[config.mk]
export PLATFORM = sky130hd
export DESIGN_NAME = mem_port_arbiter
export DESIGN_NICKNAME = d
export VERILOG_FILES = /design/src/rtl/mem_port_arbiter.sv
export SDC_FILE = /design/constraint.sdc
export NUM_CORES = 1
export LEC_CHECK = 0
export ABC_CLOCK_PERIOD_IN_PS = 4500
export BUFFER_PORTS_ARGS = -buffer_cell sky130_fd_sc_hd__buf_2
export CORE_AREA = 8 8 138 140
export DETAILED_ROUTE_END_ITERATION = 12
export DIE_AREA = 0 0 146 148
export SYNTH_ARGS = -nofsm -noshare
export SYNTH_HDL_FRONTEND = slang
export SYNTH_SLANG_ARGS = --single-unit
[constraint.sdc]
create_clock -name clk -period 4.5 [get_ports clk]
set_input_delay 0.675 -clock clk [delete_from_list [all_inputs] [get_ports clk]]
set_output_delay 0.675 -clock clk [all_outputs]
set_load 0.03 [all_outputs]
[src/rtl/mem_port_arbiter.sv]
// IF / LS arbiter for the single-ported unified memory, one outstanding txn.
// Optional perf counters enabled by defining MEM_ARB_PERF_EN.
module mem_port_arbiter #(
  parameter int ADDR_W     = 32,
  parameter int DATA_W     = 32,
  parameter int STARVE_MAX = 4
) (
  input  logic                clk,
  input  logic                rst,
  input  logic                if_req_valid,
  input  logic [ADDR_W-1:0]   if_req_addr,
  output logic                if_req_ready,
  output logic                if_rsp_valid,
  output logic [DATA_W-1:0]   if_rsp_data,
  input  logic                ls_req_valid,
  input  logic                ls_req_we,
  input  logic [DATA_W/8-1:0] ls_req_wstrb,
  input  logic [ADDR_W-1:0]   ls_req_addr,
  input  logic [DATA_W-1:0]   ls_req_wdata,
  output logic                ls_req_ready,
  output logic                ls_rsp_valid,
  output logic [DATA_W-1:0]   ls_rsp_data,
  output logic                mem_req_valid,
  input  logic                mem_req_ready,
  output logic                mem_req_we,
  output logic [DATA_W/8-1:0] mem_req_wstrb,
  output logic [ADDR_W-1:0]   mem_req_addr,
  output logic [DATA_W-1:0]   mem_req_wdata,
  input  logic                mem_rsp_valid,
  input  logic [DATA_W-1:0]   mem_rsp_data,
  output logic                busy,
  output logic [31:0]         perf_if_grants,
  output logic [31:0]         perf_ls_grants,
  output logic [31:0]         perf_conflict_cycles
);

  localparam logic [3:0] SMAX = 4'(STARVE_MAX);

  typedef enum logic { IDLE, WAIT_RSP } state_t;
  typedef enum logic { OWN_IF, OWN_LS } owner_t;

  state_t     state, state_nxt;
  owner_t     owner;
  logic [3:0] starve_cnt;
  logic       idle, grant_if, grant_ls, fire;

  always_comb begin
    // outputs gated by rst so nothing leaks while reset is held
    idle          = rst && (state == IDLE);
    grant_if      = if_req_valid &&
                    (!ls_req_valid || starve_cnt == SMAX);
    grant_ls      = ls_req_valid && !grant_if;
    mem_req_valid = idle && (if_req_valid || ls_req_valid);
    mem_req_we    = 1'b0;
    mem_req_wstrb = '0;
    mem_req_addr  = '0;
    mem_req_wdata = '0;
    if (grant_ls) begin
      mem_req_we    = ls_req_we;
      mem_req_wstrb = ls_req_wstrb;
      mem_req_addr  = ls_req_addr;
      mem_req_wdata = ls_req_wdata;
    end else if (grant_if) begin
      mem_req_addr  = if_req_addr;
    end
    if_req_ready = idle && grant_if && mem_req_ready;
    ls_req_ready = idle && grant_ls && mem_req_ready;
    fire         = mem_req_valid && mem_req_ready;
    state_nxt    = state;
    case (state)
      IDLE:     if (fire) state_nxt = WAIT_RSP;
      WAIT_RSP: if (mem_rsp_valid) state_nxt = IDLE;
      default:  state_nxt = IDLE;
    endcase
  end

  always_ff @(posedge clk) begin
    if (!rst) begin
      state        <= IDLE;
      owner        <= OWN_IF;
      starve_cnt   <= '0;
      busy         <= 1'b0;
      if_rsp_valid <= 1'b0;
      ls_rsp_valid <= 1'b0;
      if_rsp_data  <= '0;
      ls_rsp_data  <= '0;
    end else begin
      state        <= state_nxt;
      busy         <= (state_nxt == WAIT_RSP);
      if_rsp_valid <= 1'b0;
      ls_rsp_valid <= 1'b0;
      if (fire) owner <= grant_ls ? OWN_LS : OWN_IF;
      if (!if_req_valid || (fire && grant_if))
        starve_cnt <= '0;
      else if (fire && grant_ls && starve_cnt < SMAX)
        starve_cnt <= starve_cnt + 4'd1;
      if (state == WAIT_RSP && mem_rsp_valid) begin
        if (owner == OWN_LS) begin
          ls_rsp_valid <= 1'b1;
          ls_rsp_data  <= mem_rsp_data;
        end else begin
          if_rsp_valid <= 1'b1;
          if_rsp_data  <= mem_rsp_data;
        end
      end
    end
  end

`ifdef MEM_ARB_PERF_EN
  always_ff @(posedge clk) begin
    if (!rst) begin
      perf_if_grants       <= '0;
      perf_ls_grants       <= '0;
      perf_conflict_cycles <= '0;
    end else begin
      if (fire && grant_if)
        perf_if_grants <= perf_if_grants + 32'd1;
      if (fire && grant_ls)
        perf_ls_grants <= perf_ls_grants + 32'd1;
      if (idle && if_req_valid && ls_req_valid)
        perf_conflict_cycles <= perf_conflict_cycles + 32'd1;
    end
  end
`else
  assign perf_if_grants       = '0;
  assign perf_ls_grants       = '0;
  assign perf_conflict_cycles = '0;
`endif

endmodule

==> reports/qor.csv, run 1 <==
metric,value,unit
status,"finished, final reports clean",
Synth cell types,31,
die width,146,um
CTS H-tree depth,3,
largest net degree at the start of global routing,75,
post-route setup TNS,0,ns
Starting DRT DRC Count,186,
pre-CTS worst setup slack,1.43,ns
total grt overflow,0,
antenna-violating nets left,0,
final WL,16.8,mm
hpwl dp,13.6,mm
Finish-stage setup viols,0,
CTS tree,yes,
Static Leak,3.06,nW
Synth warnings,0,
Die ar.,21600,um2
Mapped Cells,541,
Worst Setup End Kind,output pin,
GRT Total Usage,14.5,%
"commonest non-fill, non-tap cell in the layout",buf_2,
Layout area overhead,34.8,%
Layout Nets,936,
cts-stage hold buffer count,0,
number of buffers created by CTS,9,
clk_skew,0.00572,ns
most frequent cells in the layout,"buf_2 (277), nand2_1 (130), conb_1 (96)",
share of post-route cells with drive strength above 1,41.8,%
Peak VDD IR,0.000204,V
CP max FO,32,
Worst-Margin Slew,1.04,ns
gp weighted congestion,0.851,
total number of vias,4293,
max cap viols,0,
DR pass1 iterations,4,
Max Slew Vio Count,0,
Pwr per Cell Area,322,nW/um2
Root Buffer,clkbuf_16,
DR DRC count,0,
PnR worst setup slack,1.29,ns
row count,48,
sequential standard cell area,1440,um2
"Primary FF master, synth",dfxtp_1,
Synth Area per Inst,7.94,um2
core area,16900,um2
global-route wire length before repair,25.0,mm
Multi-input gate area,2280,um2
initial antenna violation count,4,
"Period Utilization, post-route",71.3,%
RSZ-0062 raised after global routing,false,
DR WL/cell,16.3,um
HP Class,reg -> reg,
Setup crit start kind,flop,
Vias/cell,4.18,
vias in the first global route,4222,
Hold Fails Final Rpt,0,
critical path class,reg -> out,
I/O Pins,374,
min Tclk post-route,3.21,ns
fmax,312,MHz
Die Height,148,um
Slew HR,30.7,%
final hold slack,0.450,ns
Longest Clk Path Bufs,2,
post-synthesis sequential area ratio,33.6,%
"Clk pin slew, worst setup/hold paths",0.06,ns
post-CTS setup buffers,0,
port buffer count,277,
Initial Utilization,25.4,%
Async SR Flop Fraction,0,%
layout filler cell count,1862,
number of synthesized flops with an enable pin,0,
mapped cell area,4300,um2
critical path arrival,2.53,ns
CTS resizes,0,
Clock Latency Late Sink,0.33,ns
"FF+latch count, synth",72,
"Req. time, crit path",3.83,ns
clock sink count,72,
==> synthesized netlist by cell type (3+ instances only) <==
cell,number,area (um2)
a21bo_2,32,320
a21boi_0,55,413
a21boi_1,10,75.1
and2_1,3,18.8
and3_1,39,244
buf_2,10,50.1
buf_4,103,773
clkbuf_1,19,71.3
dfxtp_1,72,1440
inv_1,4,15.0
nand2_1,130,488
nand3_1,35,175
==> per-stage QoR <==
stage	util [%]	instances	total power [mW]	cell area, um2
4_1_cts	34.2	1025	1.88	5790
6_report	34.2	1026	1.87	5790
3_5_place_dp	32.2	1009	1.09	5460
5_1_grt	34.2	1025	1.94	5790
3_3_place_gp	32.2	1009	1.09	5460
2_1_floorplan	-	636	1.03	4650
==> final timing paths <==
path / startpoint / to / slack, ns / cells past startpoint
min: ls_rsp_data[6]$_SDFFE_PN0P_ / ls_rsp_data[6]$_SDFFE_PN0P_ / 0.45 / 2
max: starve_cnt[0]$_SDFFE_PP0P_ / mem_req_addr[29] / 1.29 / 6
min reg2reg: ls_rsp_data[6]$_SDFFE_PN0P_ / ls_rsp_data[6]$_SDFFE_PN0P_ / 0.45 / 2
max reg2reg: starve_cnt[0]$_SDFFE_PP0P_ / starve_cnt[2]$_SDFFE_PP0P_ / 2.92 / 5
==> per-layer routing <==
layer / up-vias / routed length (um) / global-route usage [%]
met2: 215 / 8050 / 24.0
met5: - / 64 / 0
met4: 8 / 385 / 4.59
met3: 35 / 1720 / 6.79
met1: 1934 / 6560 / 16.3
li1: 2101 / - / -
==> critical path, cell delays in order (launching register included) <==
cell and delay [ns]:
dfxtp_1 0.32, inv_1 0.07, ha_1 0.20, nand4b_4 0.28, nand2_1 0.86, a21bo_2 0.26, buf_2 0.19
==> sequential cells by signal (all words and copies together) (netlist names) <==
name          flops
starve_cnt        4
state             1
owner             1
ls_rsp_valid      1
if_rsp_valid      1
ls_rsp_data      32
if_rsp_data      32
==> logic make-up (layout without fill, tap and decap cells) <==
| logic type | after synthesis | count (layout) | share of synthesized area (%) |
|---|---|---|---|
| buffers and inverters | 140 | 304 | 21.6 |
| adders and majority gates | 2 | 2 | 0.582 |
| DFF | 72 | 72 | 33.6 |
| and+or+nand+nor | 221 | 221 | 24.1 |
| other | 1 | 97 | 0.0873 |
| AOI/OAI and AO/OA | 105 | 105 | 20.0 |
==> where the power goes <==
part / switching [mW] / leakage, nW / total (mW) / internal, mW
sequential: 0.00535 / 0.581 / 0.652 / 0.647
combinational: 0.305 / 2.32 / 0.431 / 0.126
clock: 0.282 / 0.159 / 0.785 / 0.502
total: 0.593 / 3.06 / 1.87 / 1.27
==> area by class of cell <==
cell class | count | area share (%)
Antenna cell | 1 | 0.0432
Clock buffer | 10 | 4.13
Clock inverter | 6 | 1.56
Inverter | 4 | 0.259
Multi-Input combinational cell | 424 | 39.4
Sequential cell | 72 | 24.9
Tap cell | 225 | 4.86
Timing Repair Buffer | 284 | 24.8
Note: power is estimated with default switching activity, not from simulation.
==> run 2: changes to the inputs <==
==> config.mk (replaced) <==
export PLATFORM = sky130hd
export DESIGN_NAME = mem_port_arbiter
export DESIGN_NICKNAME = d
export VERILOG_FILES = /design/src/rtl/mem_port_arbiter.sv
export SDC_FILE = /design/constraint.sdc
export NUM_CORES = 1
export LEC_CHECK = 0
export ABC_CLOCK_PERIOD_IN_PS = 3100
export BUFFER_PORTS_ARGS = -buffer_cell sky130_fd_sc_hd__buf_2
export CORE_AREA = 8 8 139 141
export DETAILED_ROUTE_END_ITERATION = 12
export DIE_AREA = 0 0 147 149
export SYNTH_ARGS = -nofsm -noshare
export SYNTH_HDL_FRONTEND = slang
export SYNTH_SLANG_ARGS = --single-unit
==> constraint.sdc (replaced) <==
create_clock -name clk -period 3.1 [get_ports clk]
set_input_delay 0.465 -clock clk [delete_from_list [all_inputs] [get_ports clk]]
set_output_delay 0.465 -clock clk [all_outputs]
set_load 0.03 [all_outputs]
==> run 2 against run 1 <==
  * Wire length decreased by 3.9%
  * Global-route usage shrank 0.97 points
  * Sequential cell count did not move
  * First-iteration DRC count increased by 7.5%
  * Worst setup slack got worse by 0.83 ns
  * Sequential share of layout area hardly changed
==> reports/qor.csv, run 2 (synthesis gave the netlist of run 1 again) <==
metric,value,unit,change
DR DRC count,0,,unchanged
"commonest non-fill, non-tap cell in the layout",buf_2,,
Layout Nets,937,,+0.11%
DR pass1 iterations,5,,+1
core area,17100,um2,+0.71%
share of post-route cells with drive strength above 1,41.8,%,+0.073 points
max cap viols,0,,unchanged
Static Leak,3.06,nW,about the same
Tot Pwr,2.62,mW,+40%
Vias/cell,4.14,,-1.0%
antenna-violating nets left,0,,unchanged
Setup crit start kind,flop,,
PnR worst setup slack,0.464,ns,-0.830 ns
largest net degree at the start of global routing,75,,unchanged
CTS resizes,0,,unchanged
largest registers,"if_rsp_data x32, ls_rsp_data x32, starve_cnt x4",,
"Clk pin slew, worst setup/hold paths",0.06,ns,about the same
Finish-stage setup viols,0,,unchanged
RSZ-0062 raised after global routing,false,,
hpwl dp,12.9,mm,-4.8%
CP max FO,69,,+120%
min Tclk post-route,2.64,ns,
Die ar.,21900,um2,+1.4%
Layout area overhead,34.7,%,
Clock Latency Late Sink,0.33,ns,about the same
Logic pwr share,23.9,%,+0.8 points
Max Slew Vio Count,0,,unchanged
Switch Pwr,868,uW,+46%
layout filler cell count,1839,,-1.2%
Longest Clk Path Bufs,2,,unchanged
Worst-Margin Slew,0.711,ns,-0.326 ns
DR WL/cell,15.7,um,-3.9%
I/O Pins,374,,unchanged
CTS H-tree depth,3,,unchanged
Starting DRT DRC Count,200,,+7.5%
CP peak stage delay,0.49,ns,-0.37 ns
Reg2Reg Depth,4,,-1
vias in the first global route,4126,,-2.3%
Switching Fraction,33.1,%,+1.3 points
Pwr per Cell Area,454,nW/um2,+41%
Worst Setup End Kind,output pin,,
gp weighted congestion,0.770,,-9.6%
post-placement cell area,5480,um2,+0.37%
Clock Power Share,40.1,%,-1.9 points
critical path endpoint,mem_req_addr[6],,
critical path arrival,2.17,ns,-0.36 ns
final WL,16.1,mm,-3.9%
# diodes,0,,-1
fmax,379,MHz,
GRT Total Usage,13.5,%,-0.97 points
Initial Utilization,25.2,%,-0.18 points
critical-path cell list,"inv_1, ha_1, nand4b_4, buf_4, nand3_1, a21bo_2, buf_2",,
CTS tree,yes,,
clk_skew,0.00947,ns,+0.00375 ns
"Max stage delay cell, worst path",buf_4,,
port buffer count,277,,unchanged
Hold Fails Final Rpt,0,,unchanged
global-route wire length before repair,24.0,mm,-3.8%
reg2reg end,ls_rsp_data[0]$_SDFFE_PN0P_,,
Root Buffer,clkbuf_16,,
total grt overflow,0,,unchanged
critical path's top delay family,buffers and inverters,,
total number of vias,4250,,-1.0%
RR Startpoint,state$_SDFF_PN0_,,
clock sink count,72,,unchanged
Peak VDD IR,0.000302,V,+48%
post-CTS setup buffers,0,,unchanged
pre-CTS worst setup slack,0.805,ns,-0.620 ns
cts-stage hold buffer count,0,,unchanged
initial antenna violation count,1,,-3
sequential share of power,36.1,%,+1.2 points
CP startpoint,starve_cnt[0]$_SDFFE_PP0P_,,
HP Class,in -> reg,,
critical path class,reg -> out,,
CP bufs+invs,3,,+1
"reg-to-reg slack, setup",1.29,ns,-1.63 ns
cell depth of the worst setup path,7,,+1
internal cell power,1.76,mW,+38%
post-route cell area,5780,um2,-0.13%
die width,147,um,+0.68%
post-route setup TNS,0,ns,unchanged
status,"finished, final reports clean",,
"Req. time, crit path",2.63,ns,-1.20 ns
Slew HR,52.4,%,+22 points
Die Height,149,um,+0.68%
number of buffers created by CTS,9,,unchanged
"Period Utilization, post-route",85.0,%,
most frequent cells in the layout,"buf_2 (277), nand2_1 (130), conb_1 (96)",,
row count,48,,unchanged
-- run 2: how the worst min path moves through the flow --
stage	start	endpoint	slack, ns	depth (start not counted)
floorplan	starve_cnt[0]$_SDFFE_PP0P_	starve_cnt[0]$_SDFFE_PP0P_	0.47	2
global placement	ls_rsp_data[8]$_SDFFE_PN0P_	ls_rsp_data[8]$_SDFFE_PN0P_	0.44	2
detailed placement	if_rsp_data[29]$_SDFFE_PN0P_	if_rsp_data[29]$_SDFFE_PN0P_	0.45	2
CTS	mem_rsp_data[29]	if_rsp_data[29]$_SDFFE_PN0P_	0.37	3
global route	mem_rsp_data[29]	if_rsp_data[29]$_SDFFE_PN0P_	0.37	3
finish	mem_rsp_data[29]	if_rsp_data[29]$_SDFFE_PN0P_	0.37	3
-- run 2: power groups by stage --
stage / Sequential, mW / Clock (mW) / Combinational, mW
floorplan: 0.990 / 0 / 0.502
global placement: 0.966 / 0 / 0.624
global route: 0.948 / 1.12 / 0.667
CTS: 0.946 / 1.08 / 0.625
finish: 0.946 / 1.05 / 0.626
detailed placement: 0.967 / 0 / 0.623
-- run 2: worst reg2reg max path, delay by kind of cell, from the launching register on --
kind                   cells  cell delay, ns
AND/OR/NAND/NOR            2            0.67
flip-flops                 1            0.48
buffers and inverters      1            0.44
AO/OA/AOI/OAI              1            0.08
-- run 2: cell type report --
type	instances	area, um2	area share [%]
Timing Repair Buffer	285	1460	25.2
Clock inverter	7	78.8	1.36
Multi-Input combinational cell	424	2280	39.5
Inverter	4	15.0	0.260
Sequential cell	72	1440	24.9
Clock buffer	9	225	3.89
Tap cell	225	282	4.87
-- run 2: per-stage QoR --
| step | util [%] | instances | hold WS, ns |
|---|---|---|---|
| after floorplan | - | 636 | 0.475 |
| after global placement | 32.1 | 1010 | 0.438 |
| after detailed placement | 32.1 | 1010 | 0.445 |
| after CTS | 33.9 | 1026 | 0.366 |
| after global routing | 33.9 | 1026 | 0.371 |
| final | 33.9 | 1026 | 0.373 |
-- run 2: metal layers --
layer | track usage [%] | vias to the layer above | wire length [um]
met5 | 0 | - | 10
met4 | 2.91 | 2 | 80
met3 | 5.70 | 9 | 1760
met2 | 23.1 | 194 | 7980
met1 | 15.5 | 1934 | 6290
li1 | - | 2111 | -
